`config.mk`:
```
export PLATFORM = sky130hd
export DESIGN_NAME = psum_adder_pipe
export DESIGN_NICKNAME = d
export VERILOG_FILES = /design/src/rtl/cnn_pkg.sv /design/src/rtl/psum_adder_pipe_adder_tree.sv /design/src/rtl/psum_adder_pipe.sv
export SDC_FILE = /design/constraint.sdc
export NUM_CORES = 1
export LEC_CHECK = 0
export BUFFER_PORTS_ARGS = -buffer_cell sky130_fd_sc_hd__buf_4
export CAP_MARGIN = 20
export CORE_UTILIZATION = 60
export DETAILED_ROUTE_END_ITERATION = 6
export PLACE_DENSITY = 0.85
export RECOVER_POWER = 100
export SLEW_MARGIN = 20
export SYNTH_ARGS = -nofsm -noshare
export SYNTH_HDL_FRONTEND = slang
export SYNTH_SLANG_ARGS = --single-unit
```
`constraint.sdc`:
```
create_clock -name clk -period 12.6 [get_ports clk]
set_input_delay 0.63 -clock clk [delete_from_list [all_inputs] [get_ports clk]]
set_output_delay 0.63 -clock clk [all_outputs]
set_load 0.01 [all_outputs]
```
`src/rtl/cnn_pkg.sv`:
```
// Shared conv-engine definitions: default datapath widths, adder modes and a
// constant-time ceil(log2) helper for width arithmetic.
package cnn_pkg;

  localparam int DEF_DATA_BITS     = 16;
  localparam int DEF_INTERNAL_BITS = 32;

  localparam logic [1:0] MODE_SUM  = 2'd0;
  localparam logic [1:0] MODE_PSUM = 2'd1;
  localparam logic [1:0] MODE_BIAS = 2'd2;
  localparam logic [1:0] MODE_RELU = 2'd3;

  function automatic int clog2(input int v);
    int r;
    r = 0;
    for (int i = 0; i < 31; i++) begin
      if ((1 << i) < v) r = i + 1;
    end
    return r;
  endfunction

endpackage

```
`src/rtl/psum_adder_pipe_adder_tree.sv`:
```
// Combinational signed reduction of N_IN packed lanes into a wider sum that
// cannot overflow for the chosen OUT_BITS.
module adder_tree #(
  parameter int N_IN     = 3,
  parameter int IN_BITS  = 32,
  parameter int OUT_BITS = 35
) (
  input  logic [N_IN*IN_BITS-1:0]  lanes,
  output logic signed [OUT_BITS-1:0] sum
);

  logic signed [IN_BITS-1:0] lane;

  always_comb begin
    sum  = '0;
    lane = '0;
    for (int i = 0; i < N_IN; i++) begin
      lane = lanes[i*IB_OFS(i) +: IN_BITS];
      sum  = sum + OUT_BITS'(lane);
    end
  end

  function automatic int IB_OFS(input int idx);
    return (idx >= 0) ? IN_BITS : IN_BITS;
  endfunction

endmodule

```
`src/rtl/psum_adder_pipe.sv`:
```
// Two-stage psum adder: S1 registers the lane sum and operands, S2 registers the
// narrowed (saturated or wrapped), optionally ReLU'd result. Valid/ready both sides.
module psum_adder_pipe
  import cnn_pkg::*;
#(
  parameter int DATA_BITS     = DEF_DATA_BITS,
  parameter int INTERNAL_BITS = DEF_INTERNAL_BITS,
  parameter int N_IN          = 3,
  parameter int SAT_EN        = 1
) (
  input  logic                            clk,
  input  logic                            rst,
  input  logic                            in_valid,
  output logic                            in_ready,
  input  logic [N_IN*INTERNAL_BITS-1:0]   data_in,
  input  logic signed [INTERNAL_BITS-1:0] psum,
  input  logic signed [DATA_BITS-1:0]     bias,
  input  logic [1:0]                      mode,
  output logic                            out_valid,
  input  logic                            out_ready,
  output logic signed [INTERNAL_BITS-1:0] result,
  output logic                            ovf_flag,
  input  logic                            ovf_clr
);

  localparam int IB       = INTERNAL_BITS;
  localparam int ACC_BITS = IB + clog2(N_IN + 2);

  localparam logic signed [ACC_BITS-1:0] MAX_V = {{(ACC_BITS-IB+1){1'b0}}, {(IB-1){1'b1}}};
  localparam logic signed [ACC_BITS-1:0] MIN_V = {{(ACC_BITS-IB+1){1'b1}}, {(IB-1){1'b0}}};

  function automatic logic out_of_range(input logic signed [ACC_BITS-1:0] v);
    return (v > MAX_V) || (v < MIN_V);
  endfunction

  function automatic logic signed [IB-1:0] narrow(input logic signed [ACC_BITS-1:0] v);
    if (SAT_EN != 0 && v > MAX_V) return MAX_V[IB-1:0];
    if (SAT_EN != 0 && v < MIN_V) return MIN_V[IB-1:0];
    return v[IB-1:0];
  endfunction

  function automatic logic signed [IB-1:0] relu(input logic signed [IB-1:0] v);
    return v[IB-1] ? '0 : v;
  endfunction

  logic                       s1_adv, s2_adv;
  logic signed [ACC_BITS-1:0] tree_sum;

  logic signed [ACC_BITS-1:0] sum_p1, psum_p1, bias_p1;
  logic [1:0]                 mode_p1;
  logic                       vld_p1;

  logic signed [ACC_BITS-1:0] acc_p1;
  logic signed [IB-1:0]       narrow_p1, final_p1;
  logic                       ovf_p1;

  logic signed [IB-1:0]       result_p2;
  logic                       vld_p2;

  assign s2_adv   = !vld_p2 || out_ready;
  assign s1_adv   = !vld_p1 || s2_adv;
  assign in_ready = s1_adv;

  adder_tree #(
    .N_IN    (N_IN),
    .IN_BITS (IB),
    .OUT_BITS(ACC_BITS)
  ) u_tree (
    .lanes(data_in),
    .sum  (tree_sum)
  );

  // ---- S0 -> S1: lane sum and operands captured on accept
  always_ff @(posedge clk) begin
    if (rst) vld_p1 <= 1'b0;
    else if (s1_adv) vld_p1 <= in_valid;
  end

  always_ff @(posedge clk) begin
    if (s1_adv) begin
      sum_p1  <= tree_sum;
      psum_p1 <= ACC_BITS'(psum);
      bias_p1 <= ACC_BITS'(bias);
      mode_p1 <= mode;
    end
  end

  always_comb begin
    acc_p1 = sum_p1;
    if (mode_p1 != MODE_SUM) acc_p1 = acc_p1 + psum_p1;
    if (mode_p1 == MODE_BIAS || mode_p1 == MODE_RELU) acc_p1 = acc_p1 + bias_p1;
    ovf_p1    = out_of_range(acc_p1);
    narrow_p1 = narrow(acc_p1);
    final_p1  = (mode_p1 == MODE_RELU) ? relu(narrow_p1) : narrow_p1;
  end

  // ---- S1 -> S2: final result and sticky overflow
  always_ff @(posedge clk) begin
    if (rst) begin
      vld_p2    <= 1'b0;
      result_p2 <= '0;
      ovf_flag  <= 1'b0;
    end else begin
      if (s2_adv) begin
        vld_p2 <= vld_p1;
        if (vld_p1) result_p2 <= final_p1;
      end
      // A new overflow beat outranks a simultaneous clear.
      if (s2_adv && vld_p1 && ovf_p1) ovf_flag <= 1'b1;
      else if (ovf_clr)               ovf_flag <= 1'b0;
    end
  end

  assign out_valid = vld_p2;
  assign result    = result_p2;

endmodule
```
Word level (Yosys, flattened, before mapping)
Cells that the tools add are included.
W data, S select, Z words.
{"block": "totals", "reg_bits": 120, "mem_bits_rw": 0, "mem_count": 0, "latch_bits": 0, "inputBits": 151, "wordCells": 40, "rom_bits": 0, "output_inout_bits": 35}
{"block": "op_classes", "eq_ne": 2, "magnitude_cmp": 2, "mul": 0, "reduce_logical": 11, "n_div": 0, "n_shift": 0, "addsub": 4, "bitwise_logic": 0, "mux": 13}
{"operator": "$mux W32", "n": 5}
{"operator": "$mux W35", "n": 2}
{"operator": "$add A35 B16 Y35", "n": 1}
{"operator": "$add A35 B32 Y35", "n": 1}
{"operator": "$gt A35 B32 Y1 const B", "n": 1}
{"operator": "$lt A35 B32 Y1 const B", "n": 1}
{"operator": "$add A33 B32 Y34", "n": 1}
{"operator": "$add A32 B32 Y33", "n": 1}
{"operator": "$mux W31", "n": 1}
{"operator": "$mux W1", "n": 5}
{"operator": "$eq A2 B2 Y1 const B", "n": 2}
{"operator": "$logic_or A1 B1 Y1", "n": 4}
{"operator": "$reduce_bool A2 Y1", "n": 2}
{"operator": "$logic_and A1 B1 Y1", "n": 2}
{"operator": "$logic_not A1 Y1", "n": 2}
{"operator": "$reduce_and A2 Y1", "n": 1}

Logic depth before layout (Yosys ltp)
Gate-level depths: netlist (run 1).
{"block": "logic_depth", "depth_word": 11, "depth_mapped": 27, "ltp_nobuf": 24}

Cells and area by module
A second synthesis (run 1) with hierarchy kept.
{"block": "unflattened", "hier_cells": 1202, "area_unflattened_um2": 10916.7}
{"mod": "psum_adder_pipe", "seq_area_each_um2": 3253.1, "cells_per_inst": 890, "area_each_um2": 8386.8, "n_inst": 1}
{"mod": "adder_tree", "seq_area_each_um2": 0.0, "cells_per_inst": 312, "area_each_um2": 2529.9, "n_inst": 1}

Worst setup path before layout (run 1)
OpenSTA, ideal clock, no wires.
{"block": "synth_timing", "path_kind": "reg2reg", "startpoint": "reg sum_p1[0]", "endpoint": "reg result_p2[13], in the netlist result[13]", "arrival_time_ns": 5.041, "slack_ns": 7.437, "path_buffers": 3, "required_ns": 12.478, "setup_time_ns": 0.122, "synth_period_minus_slack_ns": 5.163, "stages_incl_launch_ff": 26, "cell_sequence": "edfxtp_1 ha_1 inv_1 fa_1 nand2b_1 a21o_1 a211oi_2 nor4_1 o21ai_0 o21ai_0 or2_2 a31oi_1 ha_1 clkbuf_1 a21oi_1 o21bai_1 a21o_1 and4bb_2 nor4_1 or4_1 o211ai_2 a32oi_2 and2_1 buf_6 buf_6 a221o_1"}
{"block": "synth_between", "elab_chain_cells": 11, "elab_cells_between_ends": 14, "cone_classes": "add/sub (2); order compare (2); mux (10)"}
{"element": "start, declared", "line": "psum_adder_pipe.sv:49", "source": "logic signed [ACC_BITS-1:0] sum_p1, psum_p1, bias_p1;"}
{"element": "start signal, assigned", "line": "psum_adder_pipe.sv:81", "source": "sum_p1 <= tree_sum;"}
{"element": "$add A35 B32 Y35", "line": "psum_adder_pipe.sv:90", "source": "if (mode_p1 != MODE_SUM) acc_p1 = acc_p1 + psum_p1;"}
{"element": "$mux W35 *", "line": "psum_adder_pipe.sv:90"}
{"element": "$add A35 B16 Y35", "line": "psum_adder_pipe.sv:91", "source": "if (mode_p1 == MODE_BIAS || mode_p1 == MODE_RELU) acc_p1 = acc_p1 + bias_p1;"}
{"element": "$mux W35 *", "line": "psum_adder_pipe.sv:91"}
{"element": "$lt A35 B32 Y1", "line": "psum_adder_pipe.sv:38", "source": "if (SAT_EN != 0 && v < MIN_V) return MIN_V[IB-1:0];"}
{"element": "$mux W1 (2 in series)", "line": "psum_adder_pipe.sv:38"}
{"element": "$mux W32", "line": "psum_adder_pipe.sv:39", "source": "return v[IB-1:0];"}
{"element": "$mux W32 *", "line": "psum_adder_pipe.sv:38"}
{"element": "$mux W31", "line": "psum_adder_pipe.sv:43", "source": "return v[IB-1] ? '0 : v;"}
{"element": "$mux W32 *", "line": "psum_adder_pipe.sv:94", "source": "final_p1 = (mode_p1 == MODE_RELU) ? relu(narrow_p1) : narrow_p1;"}
{"element": "end signal, assigned", "line": "psum_adder_pipe.sv:106", "source": "if (vld_p1) result_p2 <= final_p1;"}
{"element": "end, declared", "line": "psum_adder_pipe.sv:57", "source": "logic signed [IB-1:0] result_p2;"}
Mark *: on every way between the ends. The rest lies on a longest branch, timed or not. The select of a mux whose other input is x is not followed.
A chain may end at the register's enable or synchronous reset.

Worst setup path in the final report (run 1)
{"block": "layout_timing", "startpoint": "reg sum_p1[1]", "endpoint": "reg result_p2[27], in the netlist result[27]"}
Same word-level chain as after synthesis.

==> impl_metrics.env, run 1 <==
export IMPL_cts_sinks=119
export IMPL_grt_pass1_vias=9490
export IMPL_r2r_end="result[27]"
export IMPL_path_clk_slew_ns=0.07
export IMPL_synth_fa_ha_area_share_pct=18.1
export IMPL_syn2layout_area_growth_pct=17.5
export IMPL_p_clk_share_pct=14.0
export IMPL_drt_pass1_iterations=6
export IMPL_routedWlPerCell_um=18.0
export IMPL_syn_area_um2=10800
export IMPL_hold_buffers=0
export IMPL_core_um2=17400
export IMPL_rsz0062_at_grt="false"
export IMPL_cts_inserted_buffers=17
export IMPL_synthSimpleGateAreaFrac_pct=15.6
export IMPL_cpMostUsedCell="a21oi_1"
export IMPL_place_congestion=0.925
export IMPL_dieArea_um2=18500
export IMPL_grt_pass1_wl_um=46200
export IMPL_drt_iter0_drc=810
export IMPL_cts_max_level=4
export IMPL_synth_compound_area_share_pct=25.4
export IMPL_die_h_um=136
export IMPL_crit_type="register to register"
export IMPL_cts_buffer_depth=2
export IMPL_timing_rr_start="sum_p1[1]"
export IMPL_critPathLaunch="sum_p1[1]"
export IMPL_synthXorXnorAreaFrac_pct=5.94
export IMPL_switchingPower_mw=1.52
export IMPL_hold_start="mode[0]"
export IMPL_critPathMaxFanout=21
export IMPL_intPower_mw=1.64
export IMPL_multi_input_area_um2=7180
export IMPL_min_to="mode_p1[0]"
export IMPL_io_pins=186
export IMPL_slowest_delay_ns=0.73
export IMPL_antenna_found_initial=1
export IMPL_final_cell_mix="nand2_1, a21oi_1, ha_1, buf_4, nor2_1"
export IMPL_p_per_area_nw_per_um2=250
export IMPL_via_per_inst=6.29
export IMPL_synth_edff_count=84
export IMPL_synthMuxAreaShare_pct=1.71
export IMPL_nets=1637
export IMPL_routed_wl_um=28600
export IMPL_regArea_um2=3220
export IMPL_layout_cells_non_filler=1589
export IMPL_finClkSkew_ns=0.0151
export IMPL_ant_nets=0
export IMPL_violations="capacitance limit, slew limit"
export IMPL_holdPathStages=1
export IMPL_num_fill_cells=1428
export IMPL_dp_hpwl_um=22200
export IMPL_diodes=0
export IMPL_gr_total_overflow=0
export IMPL_syn_inst=1185
export IMPL_cellLeakagePower_nw=5.32
export IMPL_yosysSeqAreaShare_pct=30.0
export IMPL_synth_top_family_by_area="compound AO/OA/AOI/OAI gates"
export IMPL_synth_fp_nets=1471
export IMPL_io_buffers=185
export IMPL_route_detailed_drc=0
export IMPL_reg2reg_depth=21
export IMPL_cts_root_buf="clkbuf_16"
export IMPL_r2r_slack_ns=5.98
export IMPL_period_minus_slack_ns=6.62
export IMPL_finalHoldViolations=0
export IMPL_row_count=48
export IMPL_synth_flop_cell="edfxtp_1"
export IMPL_vdd_drop_max_mv=0.140
export IMPL_yosys_warnings=0
export IMPL_crit_slowest_cell="clkbuf_1"
export IMPL_clk_latency_ns=0.43
export IMPL_vias=9991
export IMPL_async_flop_share_pct=0
export IMPL_post_route_period_util_pct=52.5
export IMPL_worstPathArrival_ns=6.98
export IMPL_cts_setup_buffers=0
export IMPL_p_sw_share_pct=48.1
export IMPL_place_inst=1557
export IMPL_cts_resized=0
export IMPL_cts_tree="done"
export IMPL_critPathRequiredTime_ns=12.96
export IMPL_worstMarginPinSlew_ns=3.75
export IMPL_mostFrequentLayoutCell="nand2_1"
export IMPL_drive_above_1_share_pct=15.4
export IMPL_drv_slew=73
export IMPL_power_frac_comb_pct=66.7
export IMPL_max_freq_ghz=0.151
export IMPL_setup_viol=0
export IMPL_start_util_pct=61.8
export IMPL_drv_cap=1
export IMPL_p_seq_share_pct=19.3
export IMPL_path_cells="ha_1, a211oi_1, o21ai_0, a211o_1, a21oi_1, o21bai_1, a21oi_1, xor2_1, o21ai_0, ha_1, a21oi_1, o21bai_1, a211oi_1, o31ai_4, nor4_1, nor4_1, a311o_1, and2_0, a21boi_0, clkbuf_1, a221o_1"
export IMPL_die_w_um=136
export IMPL_grt_max_degree=73
export IMPL_syn_area_per_cell_um2=9.08
export IMPL_end_kind="register"
export IMPL_critPathLaunchType="register"
export IMPL_slew_headroom_pct=-150
export IMPL_ys_ff_latch=119
export IMPL_status="complete, but fails checks"
export IMPL_holdCritPathClass="primary input to register"
export IMPL_totalPowerFinal_mw=3.16
export IMPL_fin_tns_setup_ns=0
export IMPL_grt_usage_pct=32.0
export IMPL_yosysUniqueCellTypes=80
export IMPL_final_util_pct=72.6
-- stage by stage --
step	hold slack (ns)	worst slack [ns]	instance area [um^2]
after CTS	0.352	6.37	12800
after detailed placement	0.446	6.41	12300
after global placement	0.438	6.56	12300
final	0.392	5.98	12600
after floorplan	0.483	7.44	10800
after global routing	0.383	5.40	12600
-- sequential cells by signal, summed over array words and instances, names as in the netlist --
register	cells
sum_p1	34
psum_p1	32
result	32
bias_p1	16
mode_p1	2
out_valid	1
ovf_flag	1
vld_p1	1
-- power groups by stage --
stage / Sequential [mW] / Clock, mW / Combinational (mW)
4_1_cts: 0.608 / 0.449 / 2.10
6_report: 0.610 / 0.443 / 2.11
2_1_floorplan: 0.607 / 0 / 1.55
3_5_place_dp: 0.614 / 0 / 2.07
5_1_grt: 0.621 / 0.463 / 2.32
3_3_place_gp: 0.609 / 0 / 2.04
-- cells by family after synthesis --
logic type | after synthesis
XOR/XNOR | 73
multiplexers | 17
adder cells (fa/ha/maj) | 135
AO/OA/AOI/OAI | 398
AND/OR/NAND/NOR | 354
buffers and inverters | 89
flip-flops | 119
-- how the worst max path moves through the flow --
stage | end | depth (start not counted)
final | result[27] | 21
after global routing | result[2] | 20
after CTS | result[27] | 22
after detailed placement | result[2] | 22
after global placement | result[8] | 23
after floorplan | result[13] | 25
-- metal layers --
layer  GRT usage (%)  wire (um)
met1            42.0      12300
met2            52.2      13200
met3            6.08       2400
met4            12.2        710
met5               0         13
-- synth_stat cells (11+ instances only) --
| cell | instances | area (um^2) |
|---|---|---|
| nand2_1 | 106 | 398 |
| a21oi_1 | 103 | 515 |
| ha_1 | 100 | 1250 |
| nor2_1 | 95 | 357 |
| edfxtp_1 | 84 | 2520 |
| o21ai_0 | 79 | 395 |
| inv_1 | 45 | 169 |
| xnor2_1 | 45 | 394 |
| dfxtp_1 | 35 | 701 |
| fa_1 | 35 | 701 |
| clkbuf_1 | 34 | 128 |
| a21o_1 | 33 | 248 |
| nand3_1 | 30 | 150 |
| xor2_1 | 28 | 245 |
| a211oi_1 | 23 | 173 |
| nor3_1 | 22 | 110 |
| nand4_1 | 21 | 131 |
| o21a_1 | 20 | 150 |
| a221o_1 | 19 | 190 |
| nand2b_1 | 17 | 106 |
| and2_1 | 14 | 87.6 |
| o21bai_1 | 13 | 97.6 |
| mux2_2 | 11 | 124 |
-- critical path: cells and delay by family, from the launching register on --
kind,cells,cell delay [ns]
AO/OA/AOI/OAI,14,3.75
XOR/XNOR,1,0.11
adder cells (fa/ha/maj),2,0.76
buffers and inverters,1,0.73
flip-flops,1,0.42
AND/OR/NAND/NOR,3,0.79
-- layout make-up --
cell class                      instances  area share [%]
Multi-Input combinational cell        977            56.8
Clock inverter                         13           0.782
Sequential cell                       119            25.5
Inverter                               45            1.34
Clock buffer                           19            3.42
Tap cell                              225            2.23
Timing Repair Buffer                  191            9.92
Power figures use the tool's default switching activity.
==> run 2, diff against run 1 <==
--- a/config.mk
+++ b/config.mk
@@ -7,9 +7,9 @@
 export LEC_CHECK = 0
 export BUFFER_PORTS_ARGS = -buffer_cell sky130_fd_sc_hd__buf_4
 export CAP_MARGIN = 20
-export CORE_UTILIZATION = 60
+export CORE_UTILIZATION = 53
 export DETAILED_ROUTE_END_ITERATION = 6
-export PLACE_DENSITY = 0.85
+export PLACE_DENSITY = 0.79
 export RECOVER_POWER = 100
 export SLEW_MARGIN = 20
 export SYNTH_ARGS = -nofsm -noshare
==> constraint.sdc (replaced) <==
create_clock -name clk -period 5.54 [get_ports clk]
set_input_delay 0.277 -clock clk [delete_from_list [all_inputs] [get_ports clk]]
set_output_delay 0.277 -clock clk [all_outputs]
set_load 0.01 [all_outputs]
==> impl_metrics.env, run 2 (same netlist as run 1, synthesis figures left out) <==
export IMPL_gr_total_overflow=0
export IMPL_cts_sinks=119
export IMPL_status="complete, but fails checks"
export IMPL_totalPowerFinal_mw=7.92
export IMPL_crit_slowest_cell="or4_1"
export IMPL_ant_nets=0
export IMPL_pre_cts_slack_ns=-0.0970
export IMPL_slew_headroom_pct=-125
export IMPL_setup_ws_ns=0.137
export IMPL_drt_iter0_drc=871
export IMPL_row_count=51
export IMPL_critPathLaunchType="register"
export IMPL_routed_wl_um=29600
export IMPL_grt_pass1_vias=9415
export IMPL_finClkSkew_ns=0.0170
export IMPL_dieArea_um2=20900
export IMPL_worstMarginPinSlew_ns=3.38
export IMPL_violations="capacitance limit, slew limit"
export IMPL_place_inst=1637
export IMPL_grt_pass1_wl_um=46200
export IMPL_die_h_um=144
export IMPL_dp_hpwl_um=22400
export IMPL_start_util_pct=54.7
export IMPL_drv_slew=66
export IMPL_cts_buffer_depth=2
export IMPL_syn2layout_area_growth_pct=25.4
export IMPL_via_per_inst=6.04
export IMPL_drive_above_1_share_pct=22.0
export IMPL_diodes=0
export IMPL_clk_latency_ns=0.44
export IMPL_final_util_pct=68.6
export IMPL_setup_viol=0
export IMPL_critPathMaxFanout=9
export IMPL_layout_cells_non_filler=1675
export IMPL_placed_area_um2=12700
export IMPL_cts_max_level=4
export IMPL_mostFrequentLayoutCell="buf_4"
export IMPL_core_um2=19700
export IMPL_worstPathArrival_ns=5.72
export IMPL_vdd_drop_max_mv=0.239
export IMPL_post_route_period_util_pct=97.5
export IMPL_end_kind="register"
export IMPL_p_per_area_nw_per_um2=587
export IMPL_period_minus_slack_ns=5.40
export IMPL_critPathRequiredTime_ns=5.86
export IMPL_grt_usage_pct=28.7
export IMPL_rsz0062_at_grt="true"
export IMPL_antenna_found_initial=0
export IMPL_max_freq_ghz=0.185
export IMPL_finalHoldViolations=0
export IMPL_path_clk_slew_ns=0.07
export IMPL_cts_root_buf="clkbuf_16"
export IMPL_top_register="sum_p1"
export IMPL_cellLeakagePower_nw=5.68
export IMPL_grt_max_degree=66
export IMPL_cts_tree="done"
export IMPL_io_pins=186
export IMPL_largest_reg_flops=34
export IMPL_die_w_um=144
export IMPL_route_detailed_drc=0
export IMPL_vias=10100
export IMPL_nets=1683
export IMPL_place_congestion=0.928
export IMPL_slowest_delay_ns=0.44
export IMPL_drt_pass1_iterations=6
export IMPL_hold_slack_ns=0.0302
export IMPL_holdCritPathClass="primary input to register"
export IMPL_cts_inserted_buffers=17
export IMPL_final_area_um2=13500
export IMPL_drv_cap=1
export IMPL_fin_tns_setup_ns=0
export IMPL_routedWlPerCell_um=17.7
export IMPL_r2r_slack_ns=0.14
export IMPL_io_buffers=185
export IMPL_final_cell_mix="buf_4, nand2_1, a21oi_1, nor2_1, ha_1"
export IMPL_crit_type="register to register"
export IMPL_path_cells="ha_1, buf_4, and2_1, nand3_1, o22ai_1, or3_1, a21o_1, a211oi_2, xor2_1, o21ai_0, ha_1, nand2_1, nor2_1, a221o_1, and4bb_2, nor4_2, or4_1, o211ai_2, a32oi_2, buf_4, or2_2, a22o_1"
[run 2: changes by cell type in the layout (fill, tap and decap cells not counted), moves of 6 or more]
cell | before | now
buf_4 | 98 | 144
nor4_1 | 11 | 5
ha_1 | 100 | 92
a21oi_1 | 103 | 97
o21ai_0 | 81 | 69
ha_2 | 0 | 6
clkbuf_1 | 50 | 43
o21ai_1 | 1 | 8
[run 2: cell type report]
type / instances / area (um^2)
Clock buffer: 17 / 425
Tap cell: 265 / 332
Sequential cell: 119 / 3220
Multi-Input combinational cell: 977 / 7500
Fill cell: 1589 / 6160
Clock inverter: 15 / 200
Timing Repair Buffer: 237 / 1640
Inverter: 45 / 169
[run 2: worst max-delay path, delay by kind of cell, from the launching register on]
family                   cells  cell delay [ns]
AND/OR/NAND/NOR              9             2.10
AO/OA/AOI/OAI                8             1.47
adder cells (fa/ha/maj)      2             0.72
flip-flops                   1             0.43
buffers and inverters        2             0.34
XOR/XNOR                     1             0.22
[run 2: repair_timing]
action	in CTS	in global routing
resized for setup	2	68
hold buffers	0	0
setup endpoints to repair	25	33
buffers inserted	1	5
pin swaps	1	20
[run 2: path summary, 6_finish.rpt]
check / to / cells past startpoint / from
max: result[14] / 22 / sum_p1[10]
max reg2reg: result[14] / 22 / sum_p1[10]
min reg2reg: result[17] / 2 / result[17]
min: psum_p1[31] / 1 / psum[31]
[run 2: routing by layer]
layer  up-vias  share of wire, %  track usage, %
li1       4872                 -               -
met1      4751                44            38.6
met2       455                47            47.5
met3        40               7.3            4.67
met4         0               1.6            7.76
met5         -                 0               0
[run 2: power by group]
part	total [mW]	switching (mW)	internal [mW]
clock network	1.20	0.442	0.753
logic	5.33	3.03	2.29
registers	1.40	0.176	1.22
